**config.mk**
```make
export PLATFORM = sky130hd
export DESIGN_NAME = apx_moa4_pipe
export DESIGN_NICKNAME = d
export VERILOG_FILES = /design/src/rtl/amoa_pkg.sv /design/src/rtl/apx_cprs42_cell.sv /design/src/rtl/apx_moa4_pipe.sv
export SDC_FILE = /design/constraint.sdc
export NUM_CORES = 1
export LEC_CHECK = 0
export ABC_CLOCK_PERIOD_IN_PS = 6400
export CAP_MARGIN = 10
export CORE_MARGIN = 2
export CORE_UTILIZATION = 55
export DETAILED_ROUTE_END_ITERATION = 8
export PLACE_DENSITY_LB_ADDON = 0.08
export SETUP_SLACK_MARGIN = 0.4
export SYNTH_ARGS = -nofsm -noshare
export SYNTH_HDL_FRONTEND = slang
export SYNTH_SLANG_ARGS = --single-unit
```
**constraint.sdc**
```tcl
create_clock -name clk -period 6.4 [get_ports clk]
set_input_delay 1.28 -clock clk [delete_from_list [all_inputs] [get_ports clk]]
set_output_delay 1.28 -clock clk [all_outputs]
set_load 0.03 [all_outputs]
```
**src/rtl/amoa_pkg.sv**
```systemverilog
// Shared types and width helpers for the A-MOA multi-operand adder datapath.
package amoa_pkg;

  // Outputs of one approximate 4:2 compressor column
  typedef struct packed {
    logic s;
    logic c;
    logic e;
  } cell_out_t;

  // Width of the per-result error magnitude
  function automatic int unsigned apx_err_w(input int unsigned apx_bits);
    return apx_bits + 1;
  endfunction

  // Width of the four-operand sum
  function automatic int unsigned sum_w(input int unsigned w);
    return w + 2;
  endfunction

endpackage

```
**src/rtl/apx_cprs42_cell.sv**
```systemverilog
// Approximate 4:2 compressor column: exact for 0..3 ones, reports 2 and flags e for 4 ones.
module apx_cprs42_cell (
  input  logic x1,
  input  logic x2,
  input  logic x3,
  input  logic x4,
  output logic s,
  output logic c,
  output logic e
);

  logic p12;
  logic p34;
  logic g12;
  logic g34;

  // Pairwise propagate/generate, then merge into sum, carry and error flag
  always_comb begin
    p12 = x1 ^ x2;
    p34 = x3 ^ x4;
    g12 = x1 & x2;
    g34 = x3 & x4;
    s   = p12 ^ p34;
    c   = (p12 & p34) | g12 | g34;
    e   = g12 & g34;
  end

endmodule

```
**src/rtl/apx_moa4_pipe.sv**
```systemverilog
// Two-stage pipelined four-operand adder with approximate low columns,
// exact error magnitude per result and a saturating error-event counter.
module apx_moa4_pipe
  import amoa_pkg::*;
#(
  parameter int unsigned W         = 16,
  parameter int unsigned APX_BITS  = 8,
  parameter int unsigned ERR_CNT_W = 16
) (
  input  logic                 clk,
  input  logic                 rst,
  input  logic                 in_valid,
  output logic                 in_ready,
  input  logic [W-1:0]         x1,
  input  logic [W-1:0]         x2,
  input  logic [W-1:0]         x3,
  input  logic [W-1:0]         x4,
  input  logic                 apx_en,
  output logic                 out_valid,
  input  logic                 out_ready,
  output logic [W+1:0]         sum,
  output logic [APX_BITS:0]    err_mag,
  output logic                 err_any,
  input  logic                 stat_clr,
  output logic [ERR_CNT_W-1:0] err_cnt
);

  localparam int unsigned SUM_W = sum_w(W);
  localparam int unsigned ERR_W = apx_err_w(APX_BITS);
  localparam int unsigned HI_W  = W - APX_BITS;
  localparam int unsigned H_W   = HI_W + 2;

  logic                adv_c;
  cell_out_t           cell_o [APX_BITS];
  logic [APX_BITS-1:0] s_c;
  logic [APX_BITS-1:0] c_c;
  logic [APX_BITS-1:0] e_c;
  logic [H_W-1:0]      h_c;

  logic                s1_valid_d, s1_valid_q;
  logic [APX_BITS-1:0] s1_s_d,     s1_s_q;
  logic [APX_BITS-1:0] s1_c_d,     s1_c_q;
  logic [APX_BITS-1:0] s1_e_d,     s1_e_q;
  logic [APX_BITS-1:0] s1_fix_d,   s1_fix_q;
  logic [H_W-1:0]      s1_h_d,     s1_h_q;

  logic                 out_valid_d, out_valid_q;
  logic [SUM_W-1:0]     sum_d,       sum_q;
  logic [ERR_W-1:0]     err_mag_d,   err_mag_q;
  logic                 err_any_d,   err_any_q;
  logic [ERR_CNT_W-1:0] err_cnt_d,   err_cnt_q;

  // One compressor cell per approximate column
  for (genvar g = 0; g < int'(APX_BITS); g++) begin : g_cell
    apx_cprs42_cell u_cell (
      .x1 (x1[g]),
      .x2 (x2[g]),
      .x3 (x3[g]),
      .x4 (x4[g]),
      .s  (cell_o[g].s),
      .c  (cell_o[g].c),
      .e  (cell_o[g].e)
    );
    assign s_c[g] = cell_o[g].s;
    assign c_c[g] = cell_o[g].c;
    assign e_c[g] = cell_o[g].e;
  end

  // Exact sum of the upper columns; empty when every column is approximate
  if (HI_W > 0) begin : g_hi
    always_comb begin
      h_c = H_W'(x1[W-1:APX_BITS]) + H_W'(x2[W-1:APX_BITS])
          + H_W'(x3[W-1:APX_BITS]) + H_W'(x4[W-1:APX_BITS]);
    end
  end else begin : g_no_hi
    assign h_c = '0;
  end

  // Both stages move together whenever the output slot is free or being drained
  assign adv_c    = !out_valid_q | out_ready;
  assign in_ready = adv_c;

  // Stage 1: in exact mode the lost weight of a 4-count column is kept as a fix-up, not an error
  always_comb begin
    s1_valid_d = s1_valid_q;
    s1_s_d     = s1_s_q;
    s1_c_d     = s1_c_q;
    s1_e_d     = s1_e_q;
    s1_fix_d   = s1_fix_q;
    s1_h_d     = s1_h_q;
    if (adv_c) begin
      s1_valid_d = in_valid;
      s1_s_d     = s_c;
      s1_c_d     = c_c;
      s1_e_d     = apx_en ? e_c : '0;
      s1_fix_d   = apx_en ? '0  : e_c;
      s1_h_d     = h_c;
    end
  end

  // Stage 2: final carry-propagate add and error magnitude
  always_comb begin
    out_valid_d = out_valid_q;
    sum_d       = sum_q;
    err_mag_d   = err_mag_q;
    err_any_d   = err_any_q;
    if (adv_c) begin
      out_valid_d = s1_valid_q;
      sum_d       = (SUM_W'(s1_h_q) << APX_BITS) + SUM_W'(s1_s_q)
                  + (SUM_W'(s1_c_q) << 1) + (SUM_W'(s1_fix_q) << 1);
      err_mag_d   = ERR_W'(s1_e_q) << 1;
      err_any_d   = |s1_e_q;
    end
  end

  // Error-event counter: clear has priority, saturates at all-ones
  always_comb begin
    err_cnt_d = err_cnt_q;
    if (stat_clr) begin
      err_cnt_d = '0;
    end else if (out_valid_q && out_ready && err_any_q && (err_cnt_q != '1)) begin
      err_cnt_d = err_cnt_q + ERR_CNT_W'(1);
    end
  end

  // Pipeline and counter registers
  always_ff @(posedge clk) begin
    if (rst) begin
      s1_valid_q  <= 1'b0;
      s1_s_q      <= '0;
      s1_c_q      <= '0;
      s1_e_q      <= '0;
      s1_fix_q    <= '0;
      s1_h_q      <= '0;
      out_valid_q <= 1'b0;
      sum_q       <= '0;
      err_mag_q   <= '0;
      err_any_q   <= 1'b0;
      err_cnt_q   <= '0;
    end else begin
      s1_valid_q  <= s1_valid_d;
      s1_s_q      <= s1_s_d;
      s1_c_q      <= s1_c_d;
      s1_e_q      <= s1_e_d;
      s1_fix_q    <= s1_fix_d;
      s1_h_q      <= s1_h_d;
      out_valid_q <= out_valid_d;
      sum_q       <= sum_d;
      err_mag_q   <= err_mag_d;
      err_any_q   <= err_any_d;
      err_cnt_q   <= err_cnt_d;
    end
  end

  assign out_valid = out_valid_q;
  assign sum       = sum_q;
  assign err_mag   = err_mag_q;
  assign err_any   = err_any_q;
  assign err_cnt   = err_cnt_q;

endmodule

```
==> run_summary.xml <==
<?xml version="1.0" encoding="UTF-8"?>
<metrics>
  <group name="cells_and_area">
    <metric name="final_common_cell" unit="">clkdlybuf4s50_1</metric>
    <metric name="final_nets" unit="">846</metric>
    <metric name="stdcell_area" unit="um2">6620</metric>
    <metric name="utilization" unit="%">71.7</metric>
    <metric name="drive_above_1_share" unit="%">5.05</metric>
    <metric name="antenna_cells" unit="">0</metric>
    <metric name="layout_common_cells" unit="">clkdlybuf4s50_1, dfxtp_1, inv_1</metric>
    <metric name="area.growth.synth_to_final" unit="%">27.0</metric>
  </group>
  <group name="grt">
    <metric name="grt_remaining_overflow" unit="">0</metric>
    <metric name="grt_start_max_net_pins" unit="">75</metric>
    <metric name="first_global_vias" unit="">4125</metric>
    <metric name="track_usage" unit="%">21.7</metric>
    <metric name="grt_pass1_wl" unit="um">18100</metric>
    <metric name="grt_antenna_before_repair" unit="">0</metric>
  </group>
  <group name="floorplanning">
    <metric name="die_area" unit="um2">10300</metric>
    <metric name="die_y" unit="um">101</metric>
    <metric name="floorplan.io_pins" unit="">116</metric>
    <metric name="floorplan.rows" unit="">35</metric>
    <metric name="coreArea" unit="um2">9240</metric>
    <metric name="die_x" unit="um">101</metric>
    <metric name="initial_utilization" unit="%">56.4</metric>
  </group>
  <group name="clock_network">
    <metric name="cts.hold.buffers_added" unit="">0</metric>
    <metric name="cts_made_buffers" unit="">9</metric>
    <metric name="ctsHtreeMaxLevel" unit="">3</metric>
    <metric name="ctsResizeCount" unit="">0</metric>
    <metric name="clkSlewWorstSetupHoldPaths" unit="ns">0.09</metric>
    <metric name="cts_tree" unit="">yes</metric>
    <metric name="post-cts-setup-buffers" unit="">0</metric>
    <metric name="cts_num_sinks" unit="">87</metric>
    <metric name="worst_skew_pair.late_latency" unit="ns">0.35</metric>
    <metric name="clock-root-buffer" unit="">clkbuf_8</metric>
    <metric name="ctsLongestPathBuffers" unit="">2</metric>
  </group>
  <group name="timing">
    <metric name="setup_viol_count_final" unit="">0</metric>
    <metric name="clock_skew" unit="ns">0.0155</metric>
    <metric name="timing_max_transition_violations_final" unit="">0</metric>
    <metric name="period_share" unit="%">66.0</metric>
    <metric name="setup_total_negative_slack" unit="ns">0</metric>
    <metric name="fmax" unit="GHz">0.237</metric>
    <metric name="setup_repair_after_global_routing_missed_its_margin" unit="">false</metric>
    <metric name="worst-slew-pin-transition" unit="ns">0.732</metric>
    <metric name="timing.slew.headroom" unit="%">51.2</metric>
    <metric name="hold_viol_final" unit="">0</metric>
    <metric name="min_period" unit="ns">4.23</metric>
  </group>
  <group name="synthesis">
    <metric name="yosys_warnings" unit="">0</metric>
    <metric name="post_synth_num_cell_types" unit="">52</metric>
    <metric name="syn-mean-instance-area" unit="um2">8.55</metric>
    <metric name="yosys_reg_bits" unit="">87</metric>
    <metric name="postSynth.topFlopCell" unit="">dfxtp_1</metric>
    <metric name="syn-instance-count" unit="">610</metric>
    <metric name="synth-edff-count" unit="">0</metric>
    <metric name="post_synth_main_area_contributors" unit="">dfxtp_1, fa_1, ha_1</metric>
    <metric name="synth_largest_area_cell" unit="">dfxtp_1</metric>
    <metric name="synthDominantCellAreaShare" unit="%">33.4</metric>
    <metric name="synthesis.area" unit="um2">5220</metric>
    <metric name="synth-seq-area-share" unit="%">33.4</metric>
    <metric name="synth_async_sr_flop_share" unit="%">0</metric>
    <metric name="syn_nets" unit="">747</metric>
  </group>
  <group name="worst_hold_path">
    <metric name="worst_hold_stages" unit="">2</metric>
    <metric name="worstHoldPathType" unit="">flop to flop</metric>
  </group>
  <group name="place">
    <metric name="numPortBuffers" unit="">114</metric>
    <metric name="hpwlAfterDp" unit="um">8350</metric>
    <metric name="place_area" unit="um2">6430</metric>
    <metric name="gp_congestion" unit="">0.797</metric>
  </group>
  <group name="power_and_ir_drop">
    <metric name="power-per-cell-area" unit="nW/um2">224</metric>
    <metric name="ir_worst_vdd" unit="mV">0.135</metric>
    <metric name="leakage" unit="uW">0.00272</metric>
  </group>
  <group name="worst_setup_path">
    <metric name="timing.critical_path.slowest_stage_cell" unit="">fa_1</metric>
    <metric name="crit_fanout" unit="">3</metric>
    <metric name="path_class" unit="">input port to flop</metric>
    <metric name="cp_data_required_time" unit="ns">6.64</metric>
    <metric name="slowest_delay" unit="ns">0.52</metric>
    <metric name="rrSetupSlack" unit="ns">3.65</metric>
    <metric name="timing.critical_path.from_type" unit="">input port</metric>
    <metric name="cp_cell_sequence" unit="">clkdlybuf4s50_1 -&gt; inv_1 -&gt; fa_1 -&gt; inv_1 -&gt; fa_1 -&gt; ha_1 -&gt; inv_1 -&gt; fa_1 -&gt; nor2b_1 -&gt; o31ai_1 -&gt; a21oi_1 -&gt; a2111oi_0 -&gt; nor4_1</metric>
    <metric name="cp.arrival" unit="ns">4.46</metric>
    <metric name="worst_case_reg_to_reg_path_depth" unit="">9</metric>
    <metric name="crit_path_end_kind" unit="">flop</metric>
  </group>
  <group name="route">
    <metric name="drtIter0Drc" unit="">138</metric>
    <metric name="post_drt_via_cell_ratio" unit="">5.29</metric>
    <metric name="num_vias" unit="">4458</metric>
    <metric name="drt-pass1-iter-count" unit="">4</metric>
    <metric name="avgRoutedWirePerCell" unit="um">13.1</metric>
    <metric name="postRouteWirelength" unit="um">11000</metric>
    <metric name="drc" unit="">0</metric>
    <metric name="route.antenna.remaining_nets" unit="">0</metric>
  </group>
  <group name="job">
    <metric name="drv_cap" unit="">0</metric>
  </group>
  <group name="status">
    <metric name="run_status" unit="">completed</metric>
  </group>
</metrics>
synth_stat cells (2+ instances only):
cell,n
dfxtp_1,87
inv_1,72
nand2_1,63
nor2_1,60
a21oi_1,53
ha_1,34
fa_1,33
nor3_1,21
a211oi_1,16
nand3_1,16
o21ai_0,16
clkbuf_1,14
nand4_1,14
xor2_1,13
buf_1,12
xnor2_1,11
nor3b_1,10
nor4b_1,6
nor2b_1,5
or4_1,5
o31ai_1,4
a31oi_1,3
and3_1,3
nor4_1,3
or2_2,3
a211oi_2,2
buf_2,2
nor4_2,2
o211ai_1,2
o21a_1,2
o22ai_1,2
per-layer routing:
layer / track usage (%) / vias up / wire (um)
met5: 0 / - / 0
met4: 5.20 / 0 / 89
met3: 3.24 / 8 / 424
met2: 37.6 / 94 / 5470
met1: 28.8 / 2116 / 5060
li1: - / 2240 / -
state kept, by name (all words and copies together), names as in the netlist:
name        flops
err_cnt        16
s1_e_q          8
s1_c_q          8
out_valid       1
err_any         1
err_mag         8
s1_valid_q      1
s1_h_q         10
sum            18
s1_fix_q        8
s1_s_q          8
metrics by stage:
stage	instances	total power, uW	setup slack (ns)	hold slack [ns]
finish	842	1480	2.17	0.454
global route	842	1580	1.91	0.469
CTS	842	1490	2.18	0.456
detailed placement	827	1120	1.83	0.443
global placement	827	1100	1.98	0.438
floorplan	610	952	2.55	0.432
kinds of logic (layout without fill, tap and decap cells):
logic type / count (synthesis) / after routing / share of synthesized area [%]
AND/OR/NAND/NOR: 222 / 222 / 21.8
other: 1 / 1 / 0.0719
adder cells (fa/ha/maj): 67 / 67 / 20.8
flip-flops: 87 / 87 / 33.4
multiplexers: 1 / 1 / 0.192
buffers and inverters: 101 / 204 / 7.39
AO/OA/AOI/OAI: 107 / 107 / 12.3
XOR/XNOR: 24 / 24 / 4.03
worst paths after layout:
kind / from / end
worst min-delay path: err_mag[5] / err_mag[5]
worst max register to register: s1_s_q[2] / sum[10]
worst min register to register: err_mag[5] / err_mag[5]
worst max-delay path: x1[9] / s1_h_q[9]
final cells by class:
cell class | instances | area (um2)
well taps | 129 | 161
flip-flops and latches | 87 | 1740
clock inverters | 5 | 56.3
fillers | 733 | 2620
repair buffers | 117 | 1160
clock buffers | 10 | 138
inverters | 72 | 270
multi-input cells | 422 | 3100
worst max-delay path: cells and delay by family:
kind	cells	cell delay, ns
buf+inv	4	0.61
compound gates	3	0.49
simple gates	2	0.50
fa+ha+maj	4	1.58
report_power, final:
part | switching, uW | total (uW) | internal (uW)
logic | 248 | 462 | 214
registers | 43.1 | 641 | 597
clock network | 190 | 379 | 189
total | 481 | 1480 | 1000
(Power assumes the default switching activity.)
